## src/rtl/clken_sched_if.sv

```systemverilog
// Config request channel for clken_sched: one valid/ready transfer reprograms one tick channel.
interface clken_sched_if #(
  parameter int N_CH  = 3,
  parameter int DIV_W = 10,
  parameter int CH_W  = (N_CH > 1) ? $clog2(N_CH) : 1
);
  logic             cfg_valid;
  logic             cfg_ready;
  logic [CH_W-1:0]  cfg_ch;
  logic [DIV_W-1:0] cfg_div;
  logic             cfg_en;

  modport master (output cfg_valid, cfg_ch, cfg_div, cfg_en, input cfg_ready);
  modport slave  (input cfg_valid, cfg_ch, cfg_div, cfg_en, output cfg_ready);
endinterface

```

## src/rtl/clken_sched.sv

```systemverilog
// Clock-enable scheduler: N_CH divided tick strobes on clk, each reprogrammable at a period boundary.
module clken_ch #(
  parameter int DIV_W   = 10,
  parameter int DEF_DIV = 32
) (
  input  logic             clk,
  input  logic             rst,
  input  logic             sync_req,
  input  logic             acc,
  input  logic [DIV_W-1:0] acc_div,
  input  logic             acc_en,
  output logic             tick,
  output logic             pend
);
  localparam logic [DIV_W-1:0] DEF_V = DIV_W'(DEF_DIV);
  localparam logic [DIV_W-1:0] ONE   = DIV_W'(1);

  logic [DIV_W-1:0] cnt_q, cnt_d, div_cur_q, div_cur_d, div_nxt_q, div_nxt_d;
  logic             en_cur_q, en_cur_d, en_nxt_q, en_nxt_d;
  logic             pend_q, pend_d, tick_q, tick_d;
  logic             wrap, apply;

  always_comb begin
    wrap      = en_cur_q && (cnt_q == div_cur_q - ONE);
    // a disabled channel has no boundary to wait for, so it takes the update at once
    apply     = pend_q && (!en_cur_q || wrap || sync_req);
    tick_d    = wrap && !sync_req;
    cnt_d     = (sync_req || wrap || !en_cur_q) ? '0 : cnt_q + ONE;
    div_cur_d = div_cur_q;
    en_cur_d  = en_cur_q;
    div_nxt_d = div_nxt_q;
    en_nxt_d  = en_nxt_q;
    pend_d    = pend_q;
    if (apply) begin
      div_cur_d = div_nxt_q;
      en_cur_d  = en_nxt_q;
      pend_d    = 1'b0;
      cnt_d     = '0;
    end
    // acc only fires while pend_q=0, so it never collides with apply
    if (acc) begin
      div_nxt_d = acc_div;
      en_nxt_d  = acc_en;
      pend_d    = 1'b1;
    end
  end

  always_ff @(posedge clk) begin
    if (rst) begin
      cnt_q     <= '0;
      div_cur_q <= DEF_V;
      en_cur_q  <= 1'b1;
      div_nxt_q <= DEF_V;
      en_nxt_q  <= 1'b1;
      pend_q    <= 1'b0;
      tick_q    <= 1'b0;
    end else begin
      cnt_q     <= cnt_d;
      div_cur_q <= div_cur_d;
      en_cur_q  <= en_cur_d;
      div_nxt_q <= div_nxt_d;
      en_nxt_q  <= en_nxt_d;
      pend_q    <= pend_d;
      tick_q    <= tick_d;
    end
  end

  assign tick = tick_q;
  assign pend = pend_q;
endmodule

module clken_sched #(
  parameter int N_CH    = 3,
  parameter int DIV_W   = 10,
  parameter int DEF_DIV = 32
) (
  input  logic            clk,
  input  logic            rst,
  clken_sched_if.slave    cfg,
  input  logic            sync_req,
  output logic [N_CH-1:0] tick,
  output logic [N_CH-1:0] pend
);
  localparam int CH_W = (N_CH > 1) ? $clog2(N_CH) : 1;
  localparam int CH_N = 1 << CH_W;

  logic [CH_N-1:0]  pend_pad;
  logic             ch_ok;
  logic [DIV_W-1:0] div_sat;
  logic [N_CH-1:0]  acc;

  // requests to channels that do not exist are accepted and dropped
  always_comb begin
    pend_pad              = '0;
    pend_pad[N_CH-1:0]    = pend;
    ch_ok                 = {1'b0, cfg.cfg_ch} < (CH_W+1)'(N_CH);
    cfg.cfg_ready         = !(ch_ok && pend_pad[cfg.cfg_ch]);
    div_sat               = (cfg.cfg_div == '0) ? DIV_W'(1) : cfg.cfg_div;
    for (int i = 0; i < N_CH; i++)
      acc[i] = cfg.cfg_valid && cfg.cfg_ready && (cfg.cfg_ch == CH_W'(i));
  end

  clken_ch #(.DIV_W(DIV_W), .DEF_DIV(DEF_DIV)) u_ch [N_CH-1:0] (
    .clk      (clk),
    .rst      (rst),
    .sync_req (sync_req),
    .acc      (acc),
    .acc_div  (div_sat),
    .acc_en   (cfg.cfg_en),
    .tick     (tick),
    .pend     (pend)
  );
endmodule

```

## src/flat_wrapper.sv

```systemverilog
// flat-port wrapper written by rule: the top's interface ports become plain ports
module clken_sched_flat 
#(
  parameter int N_CH    = 3,
  parameter int DIV_W   = 10,
  parameter int DEF_DIV = 32
)
  (clk, rst, sync_req, tick, pend, cfg_cfg_valid, cfg_cfg_ch, cfg_cfg_div, cfg_cfg_en, cfg_cfg_ready);
  clken_sched_if #(.N_CH(N_CH), .DIV_W(DIV_W)) cfg_i ();
  input  logic clk;
  input  logic rst;
  input  logic sync_req;
  output logic [N_CH-1:0] tick;
  output logic [N_CH-1:0] pend;
  input wire logic [$bits(cfg_i.cfg_valid)-1:0] cfg_cfg_valid;
  input wire logic [$bits(cfg_i.cfg_ch)-1:0] cfg_cfg_ch;
  input wire logic [$bits(cfg_i.cfg_div)-1:0] cfg_cfg_div;
  input wire logic [$bits(cfg_i.cfg_en)-1:0] cfg_cfg_en;
  output wire logic [$bits(cfg_i.cfg_ready)-1:0] cfg_cfg_ready;
  assign cfg_i.cfg_valid = cfg_cfg_valid;
  assign cfg_i.cfg_ch = cfg_cfg_ch;
  assign cfg_i.cfg_div = cfg_cfg_div;
  assign cfg_i.cfg_en = cfg_cfg_en;
  assign cfg_cfg_ready = cfg_i.cfg_ready;
  clken_sched #(.N_CH(N_CH), .DIV_W(DIV_W), .DEF_DIV(DEF_DIV)) u_core (.clk(clk), .rst(rst), .cfg(cfg_i), .sync_req(sync_req), .tick(tick), .pend(pend));
endmodule
```

## config.mk

```make
export PLATFORM = sky130hd
export DESIGN_NAME = clken_sched_flat
export DESIGN_NICKNAME = d
export VERILOG_FILES = /design/src/rtl/clken_sched_if.sv /design/src/rtl/clken_sched.sv /design/src/flat_wrapper.sv
export SDC_FILE = /design/constraint.sdc
export NUM_CORES = 1
export LEC_CHECK = 0
export CAP_MARGIN = 10
export CORE_MARGIN = 3
export CORE_UTILIZATION = 51
export CTS_CLUSTER_SIZE = 20
export DETAILED_ROUTE_END_ITERATION = 6
export PLACE_DENSITY = 0.71
export RECOVER_POWER = 50
export SYNTH_ARGS = -nofsm -noshare
export SYNTH_HDL_FRONTEND = slang
export SYNTH_SLANG_ARGS = --single-unit
```

## constraint.sdc

```tcl
create_clock -name clk -period 2.8 [get_ports clk]
set_clock_uncertainty 0.15 [all_clocks]
set_input_delay 0.7 -clock clk [delete_from_list [all_inputs] [get_ports clk]]
set_output_delay 0.7 -clock clk [all_outputs]
set_load 0.01 [all_outputs]
```

### Word-level counts from Yosys, hierarchy flattened

Cells that the tools add are included.

| storage, ports and cells | value |
|---|---|
| register bits after elaboration | 102 |
| input port bits | 17 |
| logic and storage cells | 82 |

| cells by class | value |
|---|---|
| $add $sub $neg | 6 |
| magnitude comparators | 2 |
| equal/unequal tests | 5 |
| multiplexer cells | 9 |
| reduce and logical (&&, ||, !) cells | 39 |

Operator list:

| operator | number |
|---|---|
| adder 10 x 1 -> 10 bit, second input constant | 3 |
| == test 10 bit | 3 |
| subtractor 10 x 1 -> 10 bit, second input constant | 3 |
| logical AND 1 bit | 14 |
| logical OR 1 bit | 12 |
| logical NOT 10 bit | 1 |
| 2-to-1 mux 10 bit | 1 |
| OR reduction 3 bit | 3 |
| 2-to-1 mux 1 bit | 7 |
| nonzero test 2 bit | 3 |
| logical NOT 1 bit | 5 |
| < comparator 2 x 3 -> 1 bit, second input constant | 1 |
| binary-select mux 1 bit (select 2 bit) | 1 |
| == test 2 x 1 -> 1 bit, second input constant | 1 |
| == test 2 bit, second input constant | 1 |
| logical NOT 2 bit | 1 |
| < comparator 2 bit, second input constant | 1 |

### Logic depth before layout (Yosys ltp)

Gate-level depths: netlist of the first run.

| logic depth | value |
|---|---|
| depth after elaboration | 8 |
| mapped depth | 11 |
| mapped depth without buffers | 8 |

### Modules after synthesis

A second synthesis of the first run with hierarchy kept.

| unflattened totals | value |
|---|---|
| cell total of the unflattened synthesis | 574 |
| area, all modules | 5,241.3 µm² |

Modules (own cells, without submodules):

| module | times used | cells each | area each (µm²) | sequential area each (µm²) |
|---|---|---|---|---|
| clken_ch | 3 | 185 | 1,710.4 | 680.7 |
| clken_sched | 1 | 19 | 110.1 | 0.0 |

### Worst setup path after synthesis of the first run

OpenSTA, ideal clock, no wires.

| timing path | value |
|---|---|
| path type | reg2reg |
| start point | register u_core.u_ch[2].div_cur_q[0] |
| end point | register u_core.u_ch[2].div_cur_q[0] |
| arrival | 2.500 ns |
| required time | 2.578 ns |
| path slack | 0.079 ns |
| stages on the path, launching flop included | 12 |
| cells stage by stage | dfxtp_1 > clkbuf_1 > inv_1 > ha_1 > clkbuf_1 > xnor2_1 > o2bb2ai_1 > a2111oi_0 > nand2_1 > o31ai_1 > buf_4 > mux2i_1 |

| on the way | value |
|---|---|
| word-level cells in the longest chain between the ends | 6 |

RTL lines:

| what | RTL line | source |
|---|---|---|
| start: declaration | clken_sched.sv:18 | `logic [DIV_W-1:0] cnt_q, cnt_d, div_cur_q, div_cur_d, div_nxt_q, div_nxt_d;` |
| start signal: assignment | clken_sched.sv:59 | `div_cur_q <= div_cur_d;` |
| subtractor 10 x 1 -> 10 bit | clken_sched.sv:24 | `wrap = en_cur_q && (cnt_q == div_cur_q - ONE);` |
| == test 10 bit | clken_sched.sv:24 |  |
| logical AND 1 bit | clken_sched.sv:24 |  |
| logical OR 1 bit (2 in series) | clken_sched.sv:26 | `apply = pend_q && (!en_cur_q \|\| wrap \|\| sync_req);` |
| logical AND 1 bit | clken_sched.sv:26 |  |

No other way between the ends.
A chain may end at the register's enable or synchronous reset.

### Final worst setup path of the first run

| timing path | value |
|---|---|
| start point | input port cfg_cfg_ch[0] |
| end point | output port cfg_cfg_ready |

| on the way | value |
|---|---|
| word-level cells in the longest chain between the ends | 4 |
| elaborated cells on any way between the ends | 5 |

RTL lines:

| what | RTL line | source |
|---|---|---|
| start: declaration | flat_wrapper.sv:16 | `input wire logic [$bits(cfg_i.cfg_ch)-1:0] cfg_cfg_ch;` |
| binary-select mux 1 bit (select 2 bit) | clken_sched.sv:97 | `cfg.cfg_ready = !(ch_ok && pend_pad[cfg.cfg_ch]);` |
| 2-to-1 mux 1 bit (implied by the code) | clken_sched.sv:97 |  |
| logical AND 1 bit (*) | clken_sched.sv:97 |  |
| logical NOT 1 bit (*) | clken_sched.sv:97 |  |
| end: declaration | flat_wrapper.sv:19 | `output wire logic [$bits(cfg_i.cfg_ready)-1:0] cfg_cfg_ready;` |

Every way passes the cells marked *; elsewhere a longest branch is shown, timed or not. The select of a mux whose other input is x is not followed.

==> results.json, run 1 <==
{
  "clk_path_buf_depth": 2,
  "maxCapViolations": 0,
  "wirelength_um": 11300,
  "rr_startpoint": "u_core.u_ch[0].div_cur_q[0]$_SDFFE_PP0P_",
  "p_clk_frac": 0.373,
  "vias": 4364,
  "ys_types": 57,
  "ant_nets": 0,
  "r2r_slack_ns": 0.19,
  "post_dp_cell_area_mm2": 0.00550,
  "clk_pin_slew_ns": 0.09,
  "hold_depth": 2,
  "start_util": 0.527,
  "fmax_mhz": 367,
  "grt_max_degree": 41,
  "dieArea_mm2": 0.0114,
  "setup_viol": 0,
  "drive_gt1_frac": 0.0640,
  "syn_inst": 643,
  "cp-end-kind": "primary output",
  "seqPwrFrac": 0.560,
  "power-per-cell-area_mw_per_mm2": 467,
  "pwr-share-comb": 0.066,
  "outcome": "completed",
  "groute.usage.overall": 0.210,
  "cts_root_buffer": "clkbuf_8",
  "internal_power_mw": 2.05,
  "cts_tree": "done",
  "timing.hold.ws_ns": 0.308,
  "placed_cells": 773,
  "hold_buffers": 0,
  "coreArea_mm2": 0.00982,
  "report.final.slew_viol_count": 0,
  "numCtsBuffers": 9,
  "start_kind": "primary input",
  "post-route-drc-count": 0,
  "p_switching_uw": 625,
  "crit_required_ns": 1.95,
  "worstHoldStart": "u_core.u_ch[1].div_nxt_q[9]$_SDFFE_PP0P_",
  "yosysSeqAreaShare": 0.394,
  "synth_area_per_cell_um2": 8.05,
  "fill_cells": 979,
  "ys_ff_latch": 102,
  "grt_pass1_vias": 4176,
  "whs_endpoint": "u_core.u_ch[1].div_nxt_q[9]$_SDFFE_PP0P_",
  "period_minus_slack_ns": 2.72,
  "stdcell_count": 789,
  "overflow": 0,
  "syn-num-nets": 666,
  "grt_pass1_wl_um": 19400,
  "htreeDepth": 3,
  "gp_congestion": 0.874,
  "placement.io_buffers": 23,
  "rr_endpoint": "u_core.u_ch[0].div_cur_q[5]$_SDFFE_PP1P_",
  "rows": 36,
  "crit_type": "primary input to primary output",
  "nNetsFinal": 675,
  "die_w_um": 107,
  "hold_viol": 0,
  "worst_pin_slew_ns": 0.613,
  "finalCritPeriodShare": 0.972,
  "cp_max_fo": 5,
  "dr.pass1.iters": 5,
  "n_antenna_cell": 0,
  "hold_path.class": "flop to flop",
  "swShare": 0.234,
  "dp_hpwl_um": 8280,
  "final_cell_area_mm2": 0.00571,
  "io_pins": 24,
  "vias_per_cell": 5.53,
  "syn_area_mm2": 0.00518,
  "ir_drop_mv": 0.373,
  "postSynth.asyncResetShare": 0,
  "relSlewSlack": 0.591,
  "rsz0062_at_grt": "false",
  "wl_per_cell_um": 14.3,
  "synth-main-ff-cell": "dfxtp_1",
  "leakagePower_nw": 1.99,
  "arrival_ns": 1.87,
  "die-height_um": 107,
  "rr_worst_depth": 8,
  "antenna_found_initial": 0,
  "first_iter_violations": 257,
  "synth-edff-count": 0,
  "ys_warn_count": 0,
  "clk_latency_ns": 0.38,
  "areaGrowthSynthToFinish_pct": 10.3,
  "cts_sinks": 102
}
-- cell usage in the layout, fill, tap and decap left out, drive strengths merged, types with 7 or more instances in the layout --
cell,Yosys,layout
nand2,120,120
dfxtp,102,102
nor2,71,71
xnor2,34,34
a21oi,30,30
nand3,26,26
mux2i,25,25
xor2,20,20
nor3,17,17
clkdlybuf4s50,0,15
clkbuf,30,15
inv,14,14
o21ai,14,14
nand4,12,12
buf,11,12
nor2b,11,11
nand2b,11,11
o311ai,10,10
and3,9,9
o211ai,7,7
or3,7,7
-- power by group through the flow --
| stage | sequential [mW] | clock (mW) | combinational, mW |
|---|---|---|---|
| after floorplan | 1.52 | 0 | 0.111 |
| after CTS | 1.50 | 1.04 | 0.179 |
| after global routing | 1.50 | 1.08 | 0.199 |
| after global placement | 1.53 | 0 | 0.174 |
| final | 1.50 | 0.997 | 0.177 |
| after detailed placement | 1.53 | 0 | 0.179 |
-- sequential cells by signal, summed over array words and instances, names as in the netlist --
register / flops
u_core.u_ch.cnt_q: 30
u_core.u_ch.div_cur_q: 30
u_core.u_ch.div_nxt_q: 30
u_core.u_ch.en_cur_q: 3
u_core.u_ch.en_nxt_q: 3
u_core.u_ch.pend: 3
u_core.u_ch.tick: 3
-- cell usage after synthesis (2+ instances only) --
cell / number / area, µm²
ha_1: 6 / 75.1
inv_1: 13 / 48.8
or2_1: 3 / 18.8
o311ai_2: 4 / 65.1
o221ai_1: 2 / 17.5
o21ai_1: 4 / 20.0
nor4bb_1: 2 / 20.0
a21oi_1: 30 / 150
o31ai_1: 3 / 22.5
nor3b_1: 2 / 15.0
nand2b_1: 11 / 68.8
nor2_1: 71 / 267
dfxtp_1: 102 / 2040
nand3_1: 26 / 130
or4_1: 2 / 15.0
a31oi_1: 2 / 12.5
xor2_1: 20 / 175
o311ai_1: 6 / 52.6
a221oi_1: 2 / 17.5
o211a_1: 2 / 20.0
or3_1: 6 / 37.5
nand4_1: 11 / 68.8
nor2b_1: 11 / 68.8
nor3_1: 17 / 85.1
mux2i_1: 25 / 250
o211ai_1: 7 / 52.6
and2_1: 4 / 25.0
nand2_1: 119 / 447
a2111oi_0: 3 / 26.3
o21a_1: 2 / 15.0
nor4_1: 5 / 31.3
buf_4: 7 / 52.6
nand3b_1: 3 / 22.5
o21ai_0: 10 / 50.1
or2_2: 2 / 12.5
xnor2_1: 34 / 298
buf_2: 2 / 10.0
and3_1: 9 / 56.3
a211oi_1: 6 / 45.0
clkbuf_1: 30 / 113
-- worst max-delay path, cell delays in order --
cell and delay [ns]:
clkdlybuf4s50_1 0.50, clkbuf_1 0.18, nor2b_1 0.08, a21oi_1 0.13
dlygate4sd2_1 0.28
-- metrics by stage --
step | total power, mW | TNS, ns | setup WS (ns) | utilization
3_5_place_dp | 1.71 | -0.138 | -0.138 | 0.560
2_1_floorplan | 1.64 | 0 | 0.0787 | -
4_1_cts | 2.72 | 0 | 0.123 | 0.581
6_report | 2.67 | 0 | 0.0779 | 0.582
5_1_grt | 2.78 | 0 | 0.00895 | 0.582
3_3_place_gp | 1.70 | -0.140 | -0.140 | 0.560
-- per-layer routing --
metal,global-route usage,up-vias,wire length [µm]
met5,0,-,0
met1,0.278,2040,5350
met3,0.0512,9,601
met2,0.339,91,5210
li1,-,2224,-
met4,0.0667,0,106
-- worst max path at each step --
stage               slack [ns]  depth (start not counted)                                       end                                     start
floorplan                 0.08                         11  u_core.u_ch[2].div_cur_q[0]$_SDFFE_PP0P_  u_core.u_ch[2].div_cur_q[0]$_SDFFE_PP0P_
global placement         -0.14                          5                             cfg_cfg_ready                             cfg_cfg_ch[0]
detailed placement       -0.14                          5                             cfg_cfg_ready                             cfg_cfg_ch[0]
CTS                       0.12                          5                             cfg_cfg_ready                             cfg_cfg_ch[0]
global route             0.009                          5                             cfg_cfg_ready                             cfg_cfg_ch[0]
finish                    0.08                          5                             cfg_cfg_ready                             cfg_cfg_ch[0]
-- logic make-up (layout without fill, tap and decap cells) --
family          after synthesis  after routing  share of synthesized area
mux                          25             25                     0.0483
xor+xnor                     54             54                     0.0913
buf+inv                      55             68                     0.0469
flops                       102            102                      0.394
compound gates               91             91                      0.124
simple gates                310            310                      0.280
fa+ha+maj                     6              6                     0.0145
-- final cells by class --
type                       count  area, µm²  area share
sequential                   102       2040       0.357
clock inverter                 5       85.1      0.0149
clock buffer                  10        128      0.0223
timing repair buffer          39        335      0.0587
multi-input combinational    486       2910       0.508
tap                          133        166      0.0291
inverter                      14       52.6     0.00920
-- repair_timing --
action | 4_1_cts | 5_1_grt
endpoints found under the setup margin | 1 | 20
pin swaps | 0 | 1
gates resized for setup | 1 | 4
buffers inserted | 0 | 1
Power figures use the tool's default switching activity.
==> run 2, diff against run 1 <==
==> constraint.sdc (replaced) <==
create_clock -name clk -period 2.8 [get_ports clk]
set_clock_uncertainty 0.15 [all_clocks]
set_input_delay 0.56 -clock clk [delete_from_list [all_inputs] [get_ports clk]]
set_output_delay 0.56 -clock clk [all_outputs]
set_load 0.01 [all_outputs]
==> run 2 against run 1 <==
Sequential share of layout area about the same; final area grew 0.15%; routed wire length grew 1.6%; critical path type unchanged; largest cell class unchanged; highest routed layer unchanged.
==> results.json, run 2 (synthesis results as in run 1) <==
{
  "worst_slack_ns": 0.0730,
  "dp_hpwl_um": 8300,
  "fmax_mhz": 367,
  "layout_common_cells": "119 x nand2_1, 101 x dfxtp_1, 71 x nor2_1",
  "internal_power_mw": 1.99,
  "r2r_slack_ns": 0.17,
  "htreeDepth": 3,
  "numCtsBuffers": 9,
  "placement.io_buffers": 23,
  "rows": 36,
  "p_switching_uw": 654,
  "wirelength_um": 11400,
  "period_minus_slack_ns": 2.73,
  "wl_per_cell_um": 14.5,
  "cts_sinks": 102,
  "worst_pin_slew_ns": 0.702,
  "leakagePower_nw": 2.00,
  "cp-end-kind": "primary output",
  "crit_type": "primary input to primary output",
  "seqPwrFrac": 0.566,
  "rr_endpoint": "u_core.u_ch[1].div_cur_q[1]$_SDFFE_PP0P_",
  "finalCritPeriodShare": 0.974,
  "groute.usage.overall": 0.210,
  "clk_path_buf_depth": 2,
  "hold_path.class": "flop to flop",
  "grt_pass1_vias": 4120,
  "worstSetupEndpoint": "cfg_cfg_ready",
  "crit_required_ns": 2.09,
  "dr.pass1.iters": 5,
  "power-per-cell-area_mw_per_mm2": 462,
  "groute.layer.met2.usage": 0.328,
  "start_kind": "primary input",
  "die-height_um": 107,
  "vias": 4349,
  "coreArea_mm2": 0.00982,
  "hold_viol": 0,
  "outcome": "completed",
  "die_w_um": 107,
  "ir_drop_mv": 0.398,
  "largestRegisters": "u_core.u_ch.cnt_q x30, u_core.u_ch.div_cur_q x30, u_core.u_ch.div_nxt_q x30",
  "grt_use_met3": 0.0524,
  "seqCellArea_mm2": 0.00204,
  "setup_viol": 0,
  "rsz0062_at_grt": "false",
  "antenna_found_initial": 0,
  "drive_gt1_frac": 0.0685,
  "clk_pin_slew_ns": 0.09,
  "rr_startpoint": "u_core.u_ch[1].div_cur_q[2]$_SDFFE_PP0P_",
  "ant_nets": 0,
  "relSlewSlack": 0.531,
  "arrival_ns": 2.02,
  "grt_pass1_wl_um": 19400,
  "top_usage_layer": "met2",
  "power_mw": 2.65,
  "cts_tree": "done",
  "vias_per_cell": 5.51,
  "final_common_cell": "nand2_1",
  "place_ws_ns": 0.109,
  "rr_worst_depth": 7,
  "setup_tns_ns": 0,
  "areaGrowthSynthToFinish_pct": 10.5,
  "swShare": 0.247,
  "cp_max_fo": 4,
  "start_util": 0.527,
  "grt_use_met1": 0.284,
  "cts_root_buffer": "clkbuf_8",
  "overflow": 0,
  "report.final.slew_viol_count": 0,
  "cts_setup_buffers": 0,
  "grt_max_degree": 61,
  "post-route-drc-count": 0,
  "clk_latency_ns": 0.39,
  "first_iter_violations": 229,
  "io_pins": 24,
  "multi_input_area_mm2": 0.00292,
  "dieArea_mm2": 0.0114,
  "startpoint": "cfg_cfg_ch[1]",
  "n_antenna_cell": 0,
  "maxCapViolations": 0,
  "gp_congestion": 0.907,
  "pwr-share-comb": 0.067,
  "p_clk_frac": 0.367,
  "nNetsFinal": 675,
  "fill_cells": 945
}
-- run 2: worst min path at each step --
stage                                                         from                                  endpoint  slack [ns]  cells after the start
final                     u_core.u_ch[1].div_nxt_q[9]$_SDFFE_PP0P_  u_core.u_ch[1].div_nxt_q[9]$_SDFFE_PP0P_        0.31                      2
after global routing      u_core.u_ch[0].div_nxt_q[7]$_SDFFE_PP0P_  u_core.u_ch[0].div_nxt_q[7]$_SDFFE_PP0P_        0.33                      2
after CTS                 u_core.u_ch[1].div_nxt_q[9]$_SDFFE_PP0P_  u_core.u_ch[1].div_nxt_q[9]$_SDFFE_PP0P_        0.31                      2
after detailed placement  u_core.u_ch[1].div_nxt_q[9]$_SDFFE_PP0P_  u_core.u_ch[1].div_nxt_q[9]$_SDFFE_PP0P_        0.30                      2
after global placement    u_core.u_ch[1].div_nxt_q[1]$_SDFFE_PP0P_  u_core.u_ch[1].div_nxt_q[1]$_SDFFE_PP0P_        0.30                      2
after floorplan           u_core.u_ch[1].div_nxt_q[9]$_SDFFE_PP0P_  u_core.u_ch[1].div_nxt_q[9]$_SDFFE_PP0P_        0.29                      2
-- run 2: stage by stage --
| stage | cells | hold WS, ns | area, µm² | utilization |
|---|---|---|---|---|
| after floorplan | 643 | 0.286 | 5180 | - |
| after global placement | 774 | 0.298 | 5510 | 0.561 |
| after detailed placement | 774 | 0.297 | 5510 | 0.561 |
| after CTS | 790 | 0.310 | 5710 | 0.582 |
| after global routing | 790 | 0.329 | 5720 | 0.583 |
| final | 790 | 0.308 | 5720 | 0.583 |
-- run 2: layout make-up --
type | instances | area share
multi-input combinational | 486 | 0.510
sequential | 102 | 0.357
timing repair buffer | 39 | 0.0586
tap | 133 | 0.0291
clock buffer | 11 | 0.0247
clock inverter | 5 | 0.0114
inverter | 14 | 0.00918
-- run 2: repair_timing --
item	CTS	global route
hold buffers	0	0
endpoints found under the setup margin	0	19
resized for setup	0	5
-- run 2: routing by layer --
layer  routed length [µm]  up-vias
met2                 5080       75
met1                 5730     2033
met3                  424       18
met4                  203        0
met5                    0        -
li1                     -     2223
-- run 2: worst max-delay path, stage by stage --
cell and delay, ns:
dlygate4sd3_1 0.59, nor2b_1 0.17, a21oi_1 0.15, clkdlybuf4s50_1 0.55
-- run 2: power by group through the flow --
stage | Sequential (mW) | Clock, mW | Combinational (mW)
after floorplan | 1.52 | 0 | 0.111
after global placement | 1.53 | 0 | 0.175
after detailed placement | 1.53 | 0 | 0.179
after CTS | 1.50 | 1.00 | 0.179
after global routing | 1.50 | 1.05 | 0.197
final | 1.50 | 0.970 | 0.177
